--- config.mk ---
export PLATFORM = sky130hd
export DESIGN_NAME = vlsu_req_arb
export DESIGN_NICKNAME = d
export VERILOG_FILES = /design/src/rtl/riva_pkg.sv /design/src/rtl/vlsu_rr_pick.sv /design/src/rtl/vlsu_req_arb.sv
export SDC_FILE = /design/constraint.sdc
export NUM_CORES = 1
export LEC_CHECK = 0
export ABC_CLOCK_PERIOD_IN_PS = 2900
export BUFFER_PORTS_ARGS = -buffer_cell sky130_fd_sc_hd__buf_4
export CELL_PAD_IN_SITES_DETAIL_PLACEMENT = 2
export CELL_PAD_IN_SITES_GLOBAL_PLACEMENT = 2
export CORE_ASPECT_RATIO = 1.4
export CORE_MARGIN = 4
export CORE_UTILIZATION = 26
export DETAILED_ROUTE_END_ITERATION = 10
export PLACE_DENSITY = 0.79
export SYNTH_ARGS = -nofsm -noshare
export SYNTH_HDL_FRONTEND = slang
export SYNTH_HIERARCHICAL = 1
export SYNTH_SLANG_ARGS = --single-unit
--- constraint.sdc ---
create_clock -name clk_i -period 2.9 [get_ports clk_i]
set_input_delay 0.58 -clock clk_i [delete_from_list [all_inputs] [get_ports clk_i]]
set_output_delay 0.58 -clock clk_i [all_outputs]
set_load 0.01 [all_outputs]
--- src/rtl/riva_pkg.sv ---
// rtl/riva_pkg.sv - shared request payload and arbiter state types for the VLSU request arbiter
package riva_pkg;

    // Request payload handed from a source to the fragmenter.
    typedef struct packed {
        logic        isLoad;
        logic [14:0] data;
    } vlsu_req_t;

    // Output register occupancy.
    typedef enum logic {
        S_EMPTY = 1'b0,
        S_FULL  = 1'b1
    } arb_state_e;

endpackage

--- src/rtl/vlsu_rr_pick.sv ---
// rtl/vlsu_rr_pick.sv - combinational round-robin picker: first eligible source at or after the pointer
module vlsu_rr_pick #(
    parameter int unsigned NrReq = 2,
    parameter int unsigned SrcW  = (NrReq > 1) ? $clog2(NrReq) : 1
) (
    input  logic [NrReq-1:0] eligible_i,
    input  logic [SrcW-1:0]  ptr_i,
    output logic [NrReq-1:0] gnt_o,
    output logic [SrcW-1:0]  idx_o
);

    int unsigned cand;

    // Scan offsets from farthest to nearest so the nearest eligible source at/after ptr_i wins.
    always_comb begin
        gnt_o = '0;
        idx_o = '0;
        cand  = 0;
        for (int unsigned k = 0; k < NrReq; k++) begin
            cand = (32'(ptr_i) + (NrReq - 1 - k)) % NrReq;
            if (eligible_i[cand[SrcW-1:0]]) begin
                gnt_o                   = '0;
                gnt_o[cand[SrcW-1:0]]   = 1'b1;
                idx_o                   = cand[SrcW-1:0];
            end
        end
    end

endmodule

--- src/rtl/vlsu_req_arb.sv ---
// rtl/vlsu_req_arb.sv - credit-limited round-robin arbiter feeding one fragmenter; VLSU_ARB_ORDER_EN enables load/store ordering
module vlsu_req_arb #(
    parameter int unsigned NrReq    = 2,
    parameter int unsigned MaxOutst = 4,
    parameter type         vlsu_req_t = riva_pkg::vlsu_req_t,
    localparam int unsigned SrcW    = (NrReq > 1) ? $clog2(NrReq) : 1
) (
    input  logic             clk_i,
    input  logic             rst_i,
    input  logic [NrReq-1:0] req_valid_i,
    output logic [NrReq-1:0] req_ready_o,
    input  vlsu_req_t        req_i [NrReq],
    output logic             frag_valid_o,
    input  logic             frag_ready_i,
    output vlsu_req_t        frag_req_o,
    output logic [SrcW-1:0]  frag_src_o,
    input  logic             done_valid_i,
    input  logic [SrcW-1:0]  done_src_i,
    input  logic             done_is_load_i,
    output logic             err_o
);

    import riva_pkg::*;

    localparam int unsigned CntW = $clog2(MaxOutst + 1);
    localparam int unsigned GlbW = $clog2(NrReq * MaxOutst + 1);

    arb_state_e       state;
    logic [SrcW-1:0]  rr_ptr;
    logic [CntW-1:0]  outst [NrReq];
    logic [NrReq-1:0] order_ok;
    logic [NrReq-1:0] eligible;
    logic [NrReq-1:0] gnt;
    logic [SrcW-1:0]  win_idx;
    logic             slot_free;
    logic             grant;
    logic [NrReq-1:0] done_hit;
    logic [NrReq-1:0] src_uflow;
    logic             glb_uflow;

`ifdef VLSU_ARB_ORDER_EN
    logic [GlbW-1:0] ld_outst;
    logic [GlbW-1:0] st_outst;
    logic            ld_inc, st_inc, ld_dec, st_dec;

    // A load waits for all stores to drain and vice versa; same class never blocks.
    always_comb begin
        for (int i = 0; i < NrReq; i++) begin
            order_ok[i] = req_i[i].isLoad ? (st_outst == '0) : (ld_outst == '0);
        end
    end

    // Class counters track what the fragmenter still owes.
    always_comb begin
        ld_inc    = grant && req_i[win_idx].isLoad;
        st_inc    = grant && !req_i[win_idx].isLoad;
        ld_dec    = done_valid_i && done_is_load_i;
        st_dec    = done_valid_i && !done_is_load_i;
        glb_uflow = (ld_dec && !ld_inc && ld_outst == '0) ||
                    (st_dec && !st_inc && st_outst == '0);
    end

    // Global load/store in-flight counters, saturating at zero on underflow.
    always_ff @(posedge clk_i) begin
        if (rst_i) begin
            ld_outst <= '0;
            st_outst <= '0;
        end else begin
            if (ld_inc && !ld_dec)                        ld_outst <= ld_outst + 1'b1;
            else if (ld_dec && !ld_inc && ld_outst != '0) ld_outst <= ld_outst - 1'b1;
            if (st_inc && !st_dec)                        st_outst <= st_outst + 1'b1;
            else if (st_dec && !st_inc && st_outst != '0) st_outst <= st_outst - 1'b1;
        end
    end
`else
    logic unused_done_is_load;
    assign unused_done_is_load = done_is_load_i;
    assign order_ok            = '1;
    assign glb_uflow           = 1'b0;
`endif

    // Eligibility: valid, below credit limit, ordering satisfied.
    always_comb begin
        for (int i = 0; i < NrReq; i++) begin
            eligible[i] = req_valid_i[i] && (outst[i] < CntW'(MaxOutst)) && order_ok[i];
            done_hit[i] = done_valid_i && (done_src_i == SrcW'(i));
        end
    end

    vlsu_rr_pick #(
        .NrReq (NrReq),
        .SrcW  (SrcW)
    ) u_pick (
        .eligible_i (eligible),
        .ptr_i      (rr_ptr),
        .gnt_o      (gnt),
        .idx_o      (win_idx)
    );

    assign slot_free    = (state == S_EMPTY) || frag_ready_i;
    assign grant        = slot_free && (|eligible) && !rst_i;
    assign req_ready_o  = grant ? gnt : '0;
    assign frag_valid_o = (state == S_FULL);

    // Output register: load on grant, drain on handshake, hold under backpressure.
    always_ff @(posedge clk_i) begin
        if (rst_i) begin
            state      <= S_EMPTY;
            frag_req_o <= '0;
            frag_src_o <= '0;
        end else if (grant) begin
            state      <= S_FULL;
            frag_req_o <= req_i[win_idx];
            frag_src_o <= win_idx;
        end else if (frag_ready_i) begin
            state      <= S_EMPTY;
        end
    end

    // Round-robin pointer moves just past the most recent winner.
    always_ff @(posedge clk_i) begin
        if (rst_i)      rr_ptr <= '0;
        else if (grant) rr_ptr <= (win_idx == SrcW'(NrReq - 1)) ? '0 : win_idx + 1'b1;
    end

    // Underflow: a done for a source with nothing outstanding and no grant to offset it.
    always_comb begin
        for (int i = 0; i < NrReq; i++) begin
            src_uflow[i] = done_hit[i] && !req_ready_o[i] && (outst[i] == '0);
        end
    end

    // Per-source in-flight counters; simultaneous grant and done cancel out.
    always_ff @(posedge clk_i) begin
        for (int i = 0; i < NrReq; i++) begin
            if (rst_i)                                        outst[i] <= '0;
            else if (req_ready_o[i] && !done_hit[i])          outst[i] <= outst[i] + 1'b1;
            else if (done_hit[i] && !req_ready_o[i] && outst[i] != '0)
                                                              outst[i] <= outst[i] - 1'b1;
        end
    end

    // Sticky error flag, cleared only by reset.
    always_ff @(posedge clk_i) begin
        if (rst_i)                          err_o <= 1'b0;
        else if ((|src_uflow) || glb_uflow) err_o <= 1'b1;
    end

endmodule

==> summary.md, run 1 <==
| Metric | Value |
|---|---|
| Die ar. | `6360 um^2` |
| Initial antenna violation count | `0` |
| Critical R2R Capture | `outst[1][2]` |
| Flop and latch count out of synthesis | `26` |
| DIE HEIGHT | `92.8 um` |
| Slowest Stage Delay on Critical Path | `460 ps` |
| Most numerous cell in the Yosys netlist | `dfxtp_1` |
| Gate count of the mapped netlist | `138` |
| Main synth FF type | `dfxtp_1` |
| Setup crit start kind | `flop` |
| CP Max Fanout | `41` |
| Worst slew margin | `71.2%` |
| Hold Crit Endpoint | `frag_req_o[6]` |
| Asr flop ratio synth | `0%` |
| Simple-gate share of the synthesized area | `14.1%` |
| Gr ovfl total | `0` |
| Final Max Slew Viols | `0` |
| Total I/O pin count | `61` |
| Outcome | `finished clean` |
| Vias in the first global route | `1,436` |
| Mux contribution to synthesized area | `14.2%` |
| Cells on worst reg2reg path | `6` |
| Layout cell share with drive strength beyond 1 | `34.7%` |
| Post-CTS setup buffer count | `0` |
| CTS tree | `done` |
| Top cells by count, synth | `dfxtp_1, mux2i_1, nor2_1, a211oi_1, inv_1` |
| Post-synth EDFFs | `6` |
| Worst clock skew | `1.86 ps` |
| Largest family of logic cells by synthesized area | `compound AO/OA/AOI/OAI gates` |
| Area share of the largest cell type after synthesis | `30.0%` |
| Final WS setup | `336 ps` |
| DR vias/cell | `4.93` |
| Max-cap violations | `0` |
| Antenna-violating nets left | `0` |
| Syn-to-layout area delta | `41.8%` |
| Pin count of the biggest net entering global routing | `42` |
| Root Driver | `clkbuf_8` |
| Core Area | `4920 um^2` |
| Clock transition at path regs | `90 ps` |
| Clock Tree Buf Depth | `2` |
| FP Rows | `30` |
| CP cell instances | `nor2b_1, o211a_1, buf_4, and2_1, buf_4` |
| Post_cts resized | `0` |
| Multi-input gate area | `682 um^2` |
| Routed WL | `4.32 mm` |
| Total GRT Usage | `14.4%` |
| Area contributors post-synth | `dfxtp_1, mux2i_1, edfxtp_1, a211oi_1, nor2_1` |
| Layout fillers | `537` |
| Sequential-to-total area share from yosys stat | `43.5%` |
| Nets | `238` |
| # hold bufs at CTS | `0` |
| Detailed Place HPWL | `3.35 mm` |
| Peak Freq | `0.390 GHz` |
| Clk Latency, worst-skew pair | `270 ps` |
| Chip width | `68.6 um` |
| GP Congestion | `0.648` |
| N_diodes | `0` |
| Ys Warns | `6` |
| Worst Hold Class | `flop to flop` |
| Netlist cell types | `31` |
| Cell area after synthesis | `1340 um^2` |
| Routed len/inst | `16.8 um` |
| Power density over the cells | `497 nW/um^2` |
| RSZ-0062 raised after global routing | `false` |
| Global-route wire length before repair | `7.00 mm` |
| R2r setup slk | `630 ps` |
| Post-route DRC | `0` |
| Syn Nets | `182` |
| Initial core utilization | `27.2%` |
| Hold_sp | `frag_req_o[6]` |
| Fin crit period | `2560 ps` |
| XOR/XNOR share of the synthesized area | `0.656%` |
| Peak VDD IR | `0.155 mV` |
| Cts bufs inserted | `3` |
| WP data arrival | `1980 ps` |
| Worst reg2reg startpoint | `outst[1][2]` |
| Synthesized area per cell | `9.67 um^2` |
| CP most frequent cell | `buf_4` |
| Inst Count DP | `253` |
| Pre-CTS WS | `266 ps` |
| Worst path bufs/invs | `2` |
| Setup CP Type | `flop to primary output` |
| Cell taking the most area after synthesis | `dfxtp_1` |
| CP top delay family | `simple AND/OR/NAND/NOR gates` |
| Endpoint type of the worst setup path | `primary output` |
| Slew of the pin with the lowest slew margin | `429 ps` |
| Htree depth | `1` |
| Final hold vios | `0` |
| Leak Pwr | `0.833 nW` |
| CP max stage cell | `edfxtp_1` |
| IO Port Bufs | `59` |
| DR iter-0 viols | `22` |
| Complex-gate fraction of the synthesized area | `17.5%` |
| Vias | `1,267` |
| Sequential Area | `581 um^2` |
| Synth Area in Adders | `4.31%` |
| Required @ worst endpoint | `2320 ps` |
| Clock Sinks | `26` |
| Total iterations of the first detailed-routing run | `3` |
| Layout Cells excl Fill | `257` |
| Fin crit share | `88.4%` |
| Worst hold path depth | `2` |
| Number of setup violations in the final report | `0` |
| Sum Neg Setup Slack | `0 ps` |
## routing by layer
| metal | up-vias | wire (um) | track usage [%] | part of all wire [%] |
|---|---|---|---|---|
| li1 | 605 | - | - | - |
| met5 | - | 0 | 0 | 0 |
| met1 | 621 | 1520 | 15.5 | 35 |
| met4 | 0 | 52 | 4.48 | 1.2 |
| met2 | 37 | 2580 | 27.6 | 60 |
| met3 | 4 | 175 | 1.82 | 4.0 |
## logic make-up after synthesis
| logic type | Yosys count |
|---|---|
| DFF | 26 |
| xor gates and xnor gates | 1 |
| muxes | 19 |
| buffers and inverters | 17 |
| and+or+nand+nor | 39 |
| adders and majority gates | 4 |
| AOI/OAI and AO/OA | 32 |
## layout by cell type, fill, tap and decap left out, drive strengths merged, types with 2 or more instances in the layout
master	synthesis	routed
buf	7	61
a21boi	2	2
dfxtp	20	20
ha	3	3
nor3	2	2
nor2b	7	7
nand3	5	5
o2111ai	2	2
nand2b	2	2
nor2	18	18
inv	7	7
a211oi	16	16
mux2i	19	19
clkbuf	3	4
a21oi	6	6
nand2	3	3
edfxtp	6	6
## worst max path at each step
stage | start | endpoint | cells after the start
5_1_grt | outst[1][2] | req_ready_o[1] | 5
6_report | outst[1][2] | req_ready_o[1] | 5
2_1_floorplan | req_valid_i[1] | outst[1][2] | 7
3_5_place_dp | rst_i | outst[1][2] | 7
4_1_cts | outst[1][2] | req_ready_o[1] | 5
3_3_place_gp | rst_i | outst[1][2] | 7
## power by group
| group | internal (mW) | switching, mW | leakage [nW] |
|---|---|---|---|
| sequential | 0.407 | 0.0226 | 0.228 |
| clock | 0.150 | 0.120 | 0.0339 |
| combinational | 0.121 | 0.121 | 0.571 |
| total | 0.678 | 0.263 | 0.833 |
## per-stage QoR
step | cell area (um^2) | hold slack [ps] | power (mW) | utilization, %
finish | 1890 | 507 | 0.941 | 38.5
global route | 1890 | 537 | 0.998 | 38.5
CTS | 1890 | 517 | 0.957 | 38.5
detailed placement | 1830 | 499 | 0.683 | 37.2
global placement | 1830 | 481 | 0.664 | 37.2
floorplan | 1340 | 502 | 0.567 | -
## cell type report
class	count	share of cell area (%)
Multi-Input combinational cell	95	36.0
Sequential cell	26	30.7
Timing Repair Buffer	61	24.2
Tap cell	64	4.23
Clock buffer	4	3.50
Inverter	7	1.39
## state kept, by name, indices dropped and copies added, names as in the netlist
register,count
err_o,1
frag_req_o,16
frag_src_o,1
frag_valid_o,1
rr_ptr,1
outst,6
## worst min-delay path: cells and delay by family (launching register included)
kind	cells	cell delay (ps)
flip-flops	1	320
AND/OR/NAND/NOR	1	90
AO/OA/AOI/OAI	1	50
(Power assumes the default switching activity.)
==> run 2, diff against run 1 <==
ABC_CLOCK_PERIOD_IN_PS = 3300   (was 2900)
CORE_UTILIZATION = 28   (was 26)
PLACE_DENSITY = 0.84   (was 0.79)
clock period = 3.3 ns   (was 2.9 ns; I/O delays follow)
==> run 2 against run 1 <==
  * Register-to-register slack better by 460 ps
  * Via count is 1.8% lower
  * Clock skew is 3.0 ps higher
  * Hold slack worse by 5.1 ps
  * Clock-buffer cell count stayed put
  * Design area is 1.3% lower
  * Sequential power is 12% lower
  * Core utilization is 2.4 points higher
  * Combinational power is 13% lower
  * Worst setup slack better by 340 ps
  * Clock power is 30% lower
==> summary.md, run 2 (synthesis gave the netlist of run 1 again) <==
| Metric | Value |
|---|---|
| Total I/O pin count | `61 (unchanged)` |
| IO Port Bufs | `59 (unchanged)` |
| Layout cell share with drive strength beyond 1 | `34.2% (was 34.7%)` |
| Clk Latency, worst-skew pair | `270 ps (about the same)` |
| Routed len/inst | `16.2 um (was 16.8 um)` |
| Initial antenna violation count | `0 (unchanged)` |
| Detailed Place HPWL | `3.30 mm (was 3.35 mm)` |
| Die ar. | `5950 um^2 (was 6360 um^2)` |
| Final Max Slew Viols | `0 (unchanged)` |
| RSZ-0062 raised after global routing | `false (unchanged)` |
| Worst clock skew | `4.86 ps (was 1.86 ps)` |
| Worst slew margin | `72.8% (was 71.2%)` |
| N_diodes | `0 (unchanged)` |
| Pin count of the biggest net entering global routing | `42 (unchanged)` |
| Peak VDD IR | `0.181 mV (was 0.155 mV)` |
| Max FFs per register | `16 (unchanged)` |
| Chip width | `66.4 um (was 68.6 um)` |
| Max-cap violations | `0 (unchanged)` |
| Gr ovfl total | `0 (unchanged)` |
| Fin crit share | `79.5%` |
| Leak Pwr | `0.822 nW (was 0.833 nW)` |
| Most frequent cells in the layout | `buf_4, dfxtp_1, mux2i_1, nor2_1, a211oi_1 (unchanged)` |
| WP data arrival | `1960 ps (was 1980 ps)` |
| CP Max Fanout | `6 (was 41)` |
| Final hold vios | `0 (unchanged)` |
| Total iterations of the first detailed-routing run | `2 (was 3)` |
| Antenna-violating nets left | `0 (unchanged)` |
| Worst Hold Class | `flop to flop (unchanged)` |
| Slew of the pin with the lowest slew margin | `405 ps (was 429 ps)` |
| Cts bufs inserted | `3 (unchanged)` |
| Nets | `238 (unchanged)` |
| Endpoint type of the worst setup path | `primary output (unchanged)` |
| Setup CP Type | `flop to primary output (unchanged)` |
| Most common cell after layout, fill and taps aside | `buf_4 (unchanged)` |
| Pwr Total | `777 uW (was 941 uW)` |
| Outcome | `finished clean (unchanged)` |
| Htree depth | `1 (unchanged)` |
| # hold bufs at CTS | `0 (unchanged)` |
| Fin crit period | `2620 ps` |
| Clock Sinks | `26 (unchanged)` |
| Root Driver | `clkbuf_8 (unchanged)` |
| Clock Tree Buf Depth | `2 (unchanged)` |
| CTS tree | `done (unchanged)` |
| FP Rows | `29 (was 30)` |
| Sum Neg Setup Slack | `0 ps (unchanged)` |
| Post-CTS setup buffer count | `0 (unchanged)` |
| Syn-to-layout area delta | `40.0% (was 41.8%)` |
| Number of setup violations in the final report | `0 (unchanged)` |
| Initial core utilization | `29.2% (was 27.2%)` |
| Core Area | `4570 um^2 (was 4920 um^2)` |
| DR iter-0 viols | `28 (was 22)` |
| Clock transition at path regs | `90 ps (about the same)` |
| DR vias/cell | `4.88 (was 4.93)` |
| DIE HEIGHT | `89.7 um (was 92.8 um)` |
| Vias | `1,244 (was 1,267)` |
| CP max stage cell | `edfxtp_1 (unchanged)` |
| Reg with most FFs | `frag_req_o (unchanged)` |
| Final hold slack | `502 ps (was 507 ps)` |
| Post-route DRC | `0 (unchanged)` |
| Top flop regs | `frag_req_o (16), outst (6) (unchanged)` |
| Setup crit start kind | `flop (unchanged)` |
| Total GRT Usage | `15.0% (was 14.4%)` |
| Routed WL | `4.12 mm (was 4.32 mm)` |
| Slowest Stage Delay on Critical Path | `470 ps (was 460 ps)` |
| Post_cts resized | `0 (unchanged)` |
| Peak Freq | `0.381 GHz` |
| Vias in the first global route | `1,459 (was 1,436)` |
| Required @ worst endpoint | `2640 ps (was 2320 ps)` |
| GP Congestion | `0.713 (was 0.648)` |
| CP cell instances | `nor2b_2, a21boi_0, o2111ai_1, inv_1, buf_4 (was nor2b_1, o211a_1, buf_4, and2_1, buf_4)` |
| Power density over the cells | `416 nW/um^2 (was 497 nW/um^2)` |
| Global-route wire length before repair | `7.09 mm (was 7.00 mm)` |
run 2: changes by cell type in the layout (fill, tap and decap cells not counted):
cell / before / now
clkbuf_16: 1 / 0
clkbuf_1: 0 / 1
run 2: cell type report:
class | instances | area, um^2
Sequential cell | 26 | 581
Timing Repair Buffer | 61 | 458
Fill cell | 527 | 2700
Multi-Input combinational cell | 95 | 682
Clock buffer | 4 | 45.0
Tap cell | 62 | 77.6
Inverter | 7 | 26.3
run 2: routing by layer:
metal	up-vias	global-route usage (%)	wire length, um
li1	604	-	-
met1	593	15.7	1510
met2	40	27.4	2260
met3	7	3.87	258
met4	0	6.10	89
met5	-	0	0
run 2: power by group:
part	internal (mW)	total [mW]	leakage, nW	switching (mW)
logic	0.106	0.211	0.571	0.105
registers	0.357	0.377	0.228	0.0193
clock network	0.0866	0.189	0.0228	0.103
total	0.550	0.777	0.822	0.227
run 2: critical path, delay by kind of cell (launching register included):
kind,cells,cell delay (ps)
AOI/OAI and AO/OA,2,710
buffers and inverters,2,230
and+or+nand+nor,1,270
DFF,1,470
run 2: per-stage QoR:
step | instances | worst slack (ps) | utilization (%) | area, um^2
2_1_floorplan | 138 | 802 | - | 1340
3_3_place_gp | 251 | 669 | 39.9 | 1820
3_5_place_dp | 251 | 602 | 39.9 | 1820
4_1_cts | 255 | 661 | 40.9 | 1870
5_1_grt | 255 | 483 | 40.9 | 1870
6_report | 255 | 675 | 40.9 | 1870
run 2: path summary, 6_finish.rpt:
path / from / to / slack [ps] / depth (start not counted)
worst max register to register: outst[0][2] / outst[1][2] / 1090 / 6
worst min register to register: frag_req_o[15] / frag_req_o[15] / 500 / 2
worst min-delay path: frag_req_o[15] / frag_req_o[15] / 500 / 2
worst max-delay path: outst[0][2] / req_ready_o[0] / 680 / 5
==> run 3, diff against run 2 <==
ABC_AREA = 1   (was default)
ABC_CLOCK_PERIOD_IN_PS = 2150   (was 3300)
CORE_UTILIZATION = 22   (was 28)
PLACE_DENSITY = 0.75   (was 0.84)
clock period = 2.15 ns   (was 3.3 ns; I/O delays follow)
==> run 3 against run 2 <==
  * Synthesized area is 9.2% higher
  * Cell count rose by 32%
  * First-iteration DRC count decreased by 50%
  * Combinational power rose by 54%
  * Sequential cell count is the same
  * Sequential power rose by 49%
  * Global-route usage shrank 3.7 points
  * Clock-buffer cell count shrank 1
  * Critical path type is now flop to flop
  * Largest cell class unchanged
  * Largest power group unchanged
==> summary.md, run 3 <==
| Metric | Value |
|---|---|
| Outcome | `finished clean (unchanged)` |
| N_diodes | `0 (unchanged)` |
| Vias | `1,491 (was 1,244)` |
| Cell area after synthesis | `1460 um^2 (was 1340 um^2)` |
| DIE HEIGHT | `104 um (was 89.7 um)` |
| Fin crit share | `93.6%` |
| Final hold vios | `0 (unchanged)` |
| Number of setup violations in the final report | `0 (unchanged)` |
| Chip width | `76.8 um (was 66.4 um)` |
| Final Max Slew Viols | `0 (unchanged)` |
| IO Port Bufs | `59 (unchanged)` |
| Htree depth | `1 (unchanged)` |
| Syn Nets | `249 (was 182)` |
| Hold Crit Endpoint | `frag_req_o[4] (was frag_req_o[15])` |
| CP Max Fanout | `4 (was 6)` |
| Worst slew margin | `74.2% (was 72.8%)` |
| Total I/O pin count | `61 (unchanged)` |
| Flop and latch count out of synthesis | `26 (unchanged)` |
| Peak VDD IR | `0.180 mV (was 0.181 mV)` |
| Slew of the pin with the lowest slew margin | `387 ps (was 405 ps)` |
| Worst hold path depth | `2 (unchanged)` |
| CTS tree | `done (unchanged)` |
| DR iter-0 viols | `14 (was 28)` |
| Core Area | `6340 um^2 (was 4570 um^2)` |
| Global-route wire length before repair | `7.42 mm (was 7.09 mm)` |
| Complex-gate fraction of the synthesized area | `11.9% (was 17.5%)` |
| Total GRT Usage | `11.4% (was 15.0%)` |
| Most numerous cell in the Yosys netlist | `nand2_1 (was dfxtp_1)` |
| GP Congestion | `0.722 (was 0.713)` |
| Netlist cell types | `28 (was 31)` |
| FP Rows | `34 (was 29)` |
| Total iterations of the first detailed-routing run | `3 (was 2)` |
| Power density over the cells | `577 nW/um^2 (was 416 nW/um^2)` |
| Leak Pwr | `1.02 nW (was 0.822 nW)` |
| Nets | `310 (was 238)` |
| Endpoint type of the worst setup path | `flop (was primary output)` |
| Pin count of the biggest net entering global routing | `21 (was 42)` |
| Area contributors post-synth | `dfxtp_1, nand2_1, edfxtp_1, a21oi_1, inv_1 (was dfxtp_1, mux2i_1, edfxtp_1, a211oi_1, nor2_1)` |
| Peak Freq | `0.497 GHz` |
| Worst Hold Class | `flop to flop (unchanged)` |
| Max-cap violations | `0 (unchanged)` |
| Cell taking the most area after synthesis | `dfxtp_1 (unchanged)` |
| Top flop regs | `frag_req_o (16), outst (6) (unchanged)` |
| Required @ worst endpoint | `2190 ps (was 2640 ps)` |
| Ys Warns | `6 (unchanged)` |
| Reg with most FFs | `frag_req_o (unchanged)` |
| Worst clock skew | `4.34 ps (was 4.86 ps)` |
| Most common cell after layout, fill and taps aside | `nand2_1 (was buf_4)` |
| Area share of the largest cell type after synthesis | `27.5% (was 30.0%)` |
| XOR/XNOR share of the synthesized area | `1.80% (was 0.656%)` |
| Routed WL | `4.44 mm (was 4.12 mm)` |
| Largest family of logic cells by synthesized area | `simple AND/OR/NAND/NOR gates (was compound AO/OA/AOI/OAI gates)` |
| Fin crit period | `2010 ps` |
| R2r setup slk | `140 ps (was 1090 ps)` |
| Setup crit start kind | `flop (unchanged)` |
| Layout cell share with drive strength beyond 1 | `31.1% (was 34.2%)` |
| Mux contribution to synthesized area | `0% (was 14.2%)` |
| Initial core utilization | `23.0% (was 29.2%)` |
| Post-route DRC | `0 (unchanged)` |
| Gate count of the mapped netlist | `205 (was 138)` |
| Most frequent cells in the layout | `nand2_1, buf_4, inv_1, a21oi_1, dfxtp_1 (was buf_4, dfxtp_1, mux2i_1, nor2_1, a211oi_1)` |
| Asr flop ratio synth | `0% (unchanged)` |
| Gr ovfl total | `0 (unchanged)` |
| Routed len/inst | `13.2 um (was 16.2 um)` |
| Max FFs per register | `16 (unchanged)` |
| Clock transition at path regs | `90 ps (about the same)` |
| Hold_sp | `frag_req_o[4] (was frag_req_o[15])` |
| Cts bufs inserted | `3 (unchanged)` |
| Sequential-to-total area share from yosys stat | `39.8% (was 43.5%)` |
| Main synth FF type | `dfxtp_1 (unchanged)` |
| Worst reg2reg startpoint | `outst[0][2] (unchanged)` |
| Final WS setup | `137 ps (was 675 ps)` |
| Initial antenna violation count | `0 (unchanged)` |
| Clock Tree Buf Depth | `2 (unchanged)` |
| Detailed Place HPWL | `3.59 mm (was 3.30 mm)` |
| Setup CP Type | `flop to flop (was flop to primary output)` |
| Clock Sinks | `26 (unchanged)` |
| WP data arrival | `2050 ps (was 1960 ps)` |
| Die ar. | `8010 um^2 (was 5950 um^2)` |
| Synth Area in Adders | `3.95% (was 4.31%)` |
| Sum Neg Setup Slack | `0 ps (unchanged)` |
| Clk Latency, worst-skew pair | `270 ps (about the same)` |
| Vias in the first global route | `1,580 (was 1,459)` |
| Simple-gate share of the synthesized area | `31.4% (was 14.1%)` |
| Pre-CTS WS | `-37.7 ps (was 602 ps)` |
| Cells on worst reg2reg path | `11 (was 6)` |
| # hold bufs at CTS | `0 (unchanged)` |
| Antenna-violating nets left | `0 (unchanged)` |
| Post-synth EDFFs | `6 (unchanged)` |
| Synthesized area per cell | `7.11 um^2 (was 9.67 um^2)` |
| Syn-to-layout area delta | `38.4% (was 40.0%)` |
| DR vias/cell | `4.44 (was 4.88)` |
| Critical R2R Capture | `outst[1][2] (unchanged)` |
| Root Driver | `clkbuf_8 (unchanged)` |
| Top cells by count, synth | `nand2_1, inv_1, a21oi_1, dfxtp_1, nand3_1 (was dfxtp_1, mux2i_1, nor2_1, a211oi_1, inv_1)` |
==> run 3: worst max-delay path by stage <==
stage / startpoint / end / cells past startpoint
2_1_floorplan: req_valid_i[1] / outst[1][2] / 12
3_3_place_gp: req_valid_i[1] / outst[1][2] / 12
3_5_place_dp: req_valid_i[1] / outst[1][2] / 12
4_1_cts: outst[1][2] / outst[1][2] / 12
5_1_grt: outst[1][2] / outst[1][2] / 12
6_report: outst[0][2] / outst[1][2] / 11
==> run 3: layout make-up <==
class	instances	area, um^2
fillers	791	4320
multi-input cells	145	723
flip-flops and latches	26	581
repair buffers	65	488
inverters	25	93.8
well taps	72	90.1
clock buffers	3	41.3
==> run 3: logic make-up after synthesis <==
family	count (synthesis)
compound gates	29
xor+xnor	3
fa+ha+maj	4
buf+inv	34
flops	26
simple gates	109
==> run 3: what timing repair did <==
| action | CTS | global route |
|---|---|---|
| setup endpoints to repair | 1 | 1 |
| hold endpoints to repair | 0 | 0 |
| setup buffers | 1 | 1 |
| gates resized for setup | 0 | 1 |
==> run 3: per-stage QoR <==
| stage | cell area [um^2] | hold WS (ps) | instances | util [%] | total power [mW] |
|---|---|---|---|---|---|
| final | 2020 | 471 | 336 | 31.8 | 1.16 |
| after global routing | 2020 | 491 | 336 | 31.8 | 1.24 |
| after CTS | 2000 | 475 | 335 | 31.6 | 1.18 |
| after detailed placement | 1950 | 460 | 331 | 30.8 | 0.902 |
| after global placement | 1950 | 453 | 331 | 30.8 | 0.889 |
| after floorplan | 1460 | 487 | 205 | - | 0.759 |
==> run 3: worst max-delay path: stages (launching register included) <==
cell and delay [ps]:
edfxtp_1 430, inv_2 70, nand2_2 70, inv_1 90
a21oi_2 70, nand3_2 100, nand3_2 90, fa_1 420
xnor2_2 190, nand4_1 120, nand2_1 90, inv_1 40
==> run 3: where the power goes <==
group          internal, mW  switching [mW]
Sequential            0.539          0.0233
Clock                 0.125           0.151
Combinational         0.150           0.174
Total                 0.814           0.349
==> run 3: layer usage <==
| layer | GRT usage [%] | routed length [um] |
|---|---|---|
| met1 | 11.4 | 1540 |
| met3 | 1.65 | 173 |
| met2 | 23.3 | 2690 |
| met5 | 0 | 0 |
| met4 | 3.11 | 35 |
